**src/rtl/tage_update_queue.sv**
```systemverilog
// tage_update_queue: buffers resolved branches from commit and replays them one per cycle as TAGE training requests.
package config_pkg;
  typedef struct packed {
    int unsigned PLEN;
  } cfg_t;
  localparam cfg_t EmptyCfg = '{PLEN: 32};
endpackage

module tage_update_queue #(
  parameter config_pkg::cfg_t Cfg = config_pkg::EmptyCfg,
  parameter int COMMIT_W = 2,
  parameter int DEPTH = 8,
  parameter int GHR_BITS = 8,
  localparam int PLEN = int'(Cfg.PLEN),
  localparam int GHR_W = GHR_BITS > 1 ? GHR_BITS : 1,
  localparam int AW = $clog2(DEPTH),
  localparam int CW = AW + 1
) (
  input  logic                      clk_i,
  input  logic                      rst_ni,
  input  logic [COMMIT_W-1:0]       enq_valid_i,
  input  logic [COMMIT_W*PLEN-1:0]  enq_pc_i,
  input  logic [COMMIT_W*GHR_W-1:0] enq_ghr_i,
  input  logic [COMMIT_W-1:0]       enq_taken_i,
  output logic                      enq_ready_o,
  input  logic                      update_hold_i,
  output logic                      update_valid_o,
  output logic [PLEN-1:0]           update_pc_o,
  output logic [GHR_W-1:0]          update_ghr_o,
  output logic                      update_taken_o,
  output logic [CW-1:0]             count_o
);
  logic [PLEN-1:0] pc_q [DEPTH];
  logic [GHR_W-1:0] ghr_q [DEPTH];
  logic [DEPTH-1:0] taken_q;
  logic [AW-1:0] rd_ptr, wr_ptr;
  logic [CW-1:0] count, n_enq;
  logic [AW-1:0] slot [COMMIT_W];
  logic pop;
  assign enq_ready_o = count <= CW'(DEPTH - COMMIT_W);
  assign pop = (count != '0) && !update_hold_i;
  assign update_valid_o = pop;
  assign update_pc_o = pop ? pc_q[rd_ptr] : '0;
  assign update_ghr_o = pop ? ghr_q[rd_ptr] : '0;
  assign update_taken_o = pop ? taken_q[rd_ptr] : 1'b0;
  assign count_o = count;
  // Each accepted lane lands after the accepted lanes below it, compacting gaps.
  always_comb begin
    n_enq = '0;
    for (int i = 0; i < COMMIT_W; i++) begin
      slot[i] = wr_ptr + n_enq[AW-1:0];
      n_enq = n_enq + CW'(enq_valid_i[i] & enq_ready_o);
    end
  end
  always_ff @(posedge clk_i) begin
    for (int i = 0; i < COMMIT_W; i++) begin
      if (enq_ready_o && enq_valid_i[i]) begin
        pc_q[slot[i]] <= enq_pc_i[i*PLEN +: PLEN];
        ghr_q[slot[i]] <= enq_ghr_i[i*GHR_W +: GHR_W];
        taken_q[slot[i]] <= enq_taken_i[i];
      end
    end
  end
  always_ff @(posedge clk_i) begin
    if (!rst_ni) begin
      rd_ptr <= '0;
      wr_ptr <= '0;
      count <= '0;
    end else begin
      rd_ptr <= rd_ptr + AW'(pop);
      wr_ptr <= wr_ptr + n_enq[AW-1:0];
      count <= count + n_enq - CW'(pop);
    end
  end
endmodule

```
**config.mk**
```make
export PLATFORM = sky130hd
export DESIGN_NAME = tage_update_queue
export DESIGN_NICKNAME = d
export VERILOG_FILES = /design/src/rtl/tage_update_queue.sv
export SDC_FILE = /design/constraint.sdc
export NUM_CORES = 1
export LEC_CHECK = 0
export BUFFER_PORTS_ARGS = -buffer_cell sky130_fd_sc_hd__buf_2
export CAP_MARGIN = 20
export CELL_PAD_IN_SITES_DETAIL_PLACEMENT = 0
export CELL_PAD_IN_SITES_GLOBAL_PLACEMENT = 2
export CORE_UTILIZATION = 46
export DETAILED_ROUTE_END_ITERATION = 10
export HOLD_SLACK_MARGIN = 0.03
export PLACE_DENSITY_LB_ADDON = 0.15
export SLEW_MARGIN = 40
export SYNTH_ARGS = -nofsm -noshare
export SYNTH_HDL_FRONTEND = slang
export SYNTH_SLANG_ARGS = --single-unit
```
**constraint.sdc**
```tcl
create_clock -name clk_i -period 6.4 [get_ports clk_i]
set_input_delay 1.28 -clock clk_i [delete_from_list [all_inputs] [get_ports clk_i]]
set_output_delay 1.28 -clock clk_i [all_outputs]
set_load 0.05 [all_outputs]
```
**After elaboration in Yosys (flattened, before gate mapping)**

Memories as Yosys holds them, arrays and structs flattened. A register that Yosys moved wholly into a read port is not among the register bits.
Cells that the tools add are included.

- Reductions and logical operators: 7
- $lt $le $gt $ge: 6
- Add/subtract/negate cells: 6
- Multiplexer cells: 19
- Bitwise logic cells: 2

Operator list:

| cell | number |
|---|---|
| two-way mux 32 bit | 1 |
| two-way mux 8 bit | 3 |
| bitwise mux 8 bit | 2 |
| less-than comparator 3 x 4 -> 1 bit (second input constant) | 3 |
| two-way mux 1 bit | 8 |
| adder 3 x 1 -> 3 bit | 2 |
| demux 1 bit (select 3 bit) | 2 |
| >= comparator 3 x 1 -> 1 bit (second input constant) | 2 |
| two-way mux 3 bit | 2 |
| logical AND 1 bit | 5 |
| adder 4 x 2 -> 4 bit | 1 |
| <= comparator 4 x 3 -> 1 bit (second input constant) | 1 |
| nonzero test 4 bit | 1 |
| subtractor 4 x 1 -> 4 bit | 1 |
| adder 3 x 2 -> 3 bit | 1 |
| binary-select mux 1 bit (select 3 bit) | 1 |
| adder 1 x 1 -> 2 bit | 1 |
| AND 1 bit | 2 |
| zero test 1 bit | 1 |

- Logic and storage cells: 46
- Memories: 2
- Output and inout bits: 47
- Bits in writable memories: 320
- Register bits: 18
- Bits of input ports: 87

Memories:

| name | words | bits a word | read ports | clocked after memory_dff | wr ports | RTL line | RTL |
|---|---|---|---|---|---|---|---|
| pc_q | 8 | 32 | 1 | 1 | 2 | 33 | `logic [PLEN-1:0] pc_q [DEPTH];` |
| ghr_q | 8 | 8 | 1 | 1 | 2 | 34 | `logic [GHR_W-1:0] ghr_q [DEPTH];` |

**Depth between registers and ports, before layout**

- Depth in word-level cells: 9
- Mapped depth: 17
- Gate-level depth less buffers: 15

**Worst setup path after synthesis**

OpenSTA, ideal clock, no wires.

- Path type: register to register
- Start point: register count[3], in the netlist count_o[3]
- End point: memory ghr_q[3][0] in the netlist's numbering, enable pin
- Data required time: 5902 ps
- Data arrival time: 5015 ps
- Stages on the path, launching flop included: 8
- Library setup time: 498 ps
- Path buffers: 2
- Period minus slack after synthesis: 5513 ps
- Setup slack: 887 ps
- Cells stage by stage: dfxtp_1 inv_1 ha_1 and3_1 buf_6 or3b_2 clkbuf_1 o31ai_1

RTL lines:

| what | RTL line | RTL |
|---|---|---|
| start, declared | 37 | `logic [CW-1:0] count, n_enq;` |
| start signal, assigned | 72 | `count <= count + n_enq - CW'(pop);` |
| end, declared | 34 |  |

==> flow_summary.json <==
{
  "status": "complete, no violations",
  "grt_pass1_wl_mm": 64.2,
  "cts_max_level": 2,
  "end_kind": "register",
  "async_flop_share_pct": 0,
  "vias_per_cell": 5.78,
  "layout_commonest_cell": "edfxtp_1",
  "yosysWarnings": 0,
  "overflow": 0,
  "crit_arrival_ps": 4590,
  "hold_viol": 0,
  "period_share_pct": 69.2,
  "netlist_instances": 1000,
  "synth_top_flop_cell": "edfxtp_1",
  "max_freq_ghz": 0.226,
  "power.density_nw_per_um2": 417,
  "min_path_type": "reg2reg",
  "wirelength_mm": 42.2,
  "cts_setup_buffers": 0,
  "synth_edf_count": 320,
  "instances_no_fill": 1665,
  "area_growth_pct": 14.2,
  "min_from": "taken_q[1]$_DFF_P_",
  "wl_per_cell_um": 25.4,
  "cts_resized": 0,
  "drive_gt1_share_pct": 54.7,
  "ir_drop_mv": 0.222,
  "root_buffer": "clkbuf_16",
  "min_period_ps": 4430,
  "finish.instance_area_um2": 19800,
  "synth_top_area_cell": "edfxtp_1",
  "numClockSinks": 338,
  "syn_avg_cell_area_um2": 17.3,
  "dieArea_um2": 38500,
  "tightest_slew_ps": 871,
  "grt_use_total_pct": 22.3,
  "die_w_um": 196,
  "antenna_left": 0,
  "placed_cells": 1598,
  "die_h_um": 196,
  "max_stage_delay_ps": 670,
  "fin_worst_skew_ps": 18.1,
  "start_kind": "register",
  "nFillCells": 3044,
  "antenna_found_initial": 4,
  "p_leak_nw": 6.69,
  "portBuffers": 133,
  "post-dp-hpwl_mm": 24.9,
  "cp_cell_sequence": "inv_1 -> ha_1 -> and3_1 -> or3b_2 -> inv_1 -> ha_1 -> ha_1 -> xor2_1 -> nor2_1 -> nand3_2 -> o31ai_4 -> buf_4 -> buf_4",
  "synthTopCellsByArea": "edfxtp_1, mux2_2, mux4_2",
  "crit_buf_inv": 4,
  "syn_area_um2": 17300,
  "cts_made_buffers": 38,
  "mostFrequentLayoutCells": "edfxtp_1, mux2_2, buf_2",
  "crit_top_cell": "ha_1",
  "tns_ps": 0,
  "drt_pass1_iterations": 5,
  "slowest_stage": "or3b_2",
  "via_count": 9617,
  "first_global_vias": 9997,
  "max_cap_viol_count": 0,
  "synth_nets": 1103,
  "finalMaxSlewViolations": 0,
  "setup_violations": 0,
  "crit_fanout": 23,
  "clockBufferDepth": 3,
  "final_nets": 1237,
  "ys_seq_area_share_pct": 57.5,
  "synth_seq_cells": 338,
  "rsz0062_at_grt": "false",
  "hold-worst-slack_ps": 614,
  "num_rows": 70,
  "worst_ep_required_time_ps": 6570,
  "insertion_delay_ps": 530,
  "core_um2": 36900,
  "relSlewSlack_pct": 41.9,
  "initial_utilization_pct": 47.0,
  "cp-startpoint": "count_o[3]$_SDFF_PN0_",
  "drc": 0,
  "ctsHoldBuffers": 0,
  "crit_family": "simple AND/OR/NAND/NOR gates",
  "synthDistinctLibCells": 39,
  "path_class": "reg2reg",
  "drtIter0Drc": 744,
  "ios": 134,
  "cts.reportedPaths.clkPinSlew_ps": 60,
  "tritoncts": "done",
  "routabilityCongestion": 0.771,
  "synth_top_area_share_pct": 55.4,
  "post_dp_cell_area_um2": 18600,
  "totalPowerFinal_mw": 8.26,
  "grt_max_degree": 43,
  "timing.rr.start": "count_o[3]$_SDFF_PN0_"
}
[registers in the layout, indices dropped and copies added (netlist names)]
signal   count
pc_q       256
ghr_q       64
taken_q      8
count_o      4
rd_ptr       3
wr_ptr       3
[worst register-to-register path, cell delays in order (launching register included)]
cell and delay [ps]:
dfxtp_1 340, inv_1 60, ha_1 200, and3_1 310
or3b_2 680, inv_1 180, ha_1 200, ha_1 200
xor2_1 190, nor2_1 210, nand3_2 570, o31ai_4 330
buf_4 250, buf_4 370
[cells by family after synthesis]
family                   share of synthesized area, %
multiplexers                                     34.5
flip-flops                                       57.5
AND/OR/NAND/NOR                                  2.60
buffers and inverters                            2.52
AO/OA/AOI/OAI                                    1.28
adder cells (fa/ha/maj)                          1.24
XOR/XNOR                                        0.303
[stage by stage]
step	util, %	setup WS (ps)
final	53.7	1970
after global routing	53.7	1670
after CTS	53.7	1630
after detailed placement	50.4	1210
after global placement	50.2	1240
after floorplan	-	887
[synth_stat cells, types with 9 or more instances]
cell      number
clkbuf_1      18
mux4_2        82
o41ai_1       12
buf_2         25
mux2i_1       41
nor2_1        47
mux2_2       308
and2_1        10
edfxtp_1     320
mux2_4         9
dfxtp_1       18
ha_1          14
inv_1         13
mux2_1        11
buf_6         10
[path summary, 6_finish.rpt]
check,end,slack [ps],depth (start not counted)
setup / recovery,pc_q[3][19]$_DFFE_PP_,1970,13
hold / removal,taken_q[1]$_DFF_P_,610,3
setup reg to reg,pc_q[3][19]$_DFFE_PP_,1970,13
hold reg to reg,taken_q[1]$_DFF_P_,610,3
[cell type report]
| cell class | count | area (um^2) | share of cell area [%] |
|---|---|---|---|
| sequential | 338 | 9980 | 50.4 |
| multi-input combinational | 582 | 7030 | 35.5 |
| clock buffer | 47 | 1020 | 5.13 |
| timing repair buffer | 160 | 906 | 4.58 |
| tap | 504 | 631 | 3.19 |
| clock inverter | 18 | 171 | 0.866 |
| inverter | 14 | 52.6 | 0.265 |
| antenna | 2 | 5.00 | 0.0253 |
[report_power, final]
group	switching (mW)	internal [mW]	leakage [nW]
clock	0.868	1.25	0.586
sequential	0.205	3.02	3.07
combinational	1.75	1.17	3.03
[per-layer routing]
layer	vias up	wire length (um)	global-route usage, %
met1	5043	19700	32.4
met5	-	17	0
met2	236	20100	36.1
met3	38	1900	2.92
li1	4298	-	-
met4	2	573	4.57
Power figures use the tool's default switching activity.
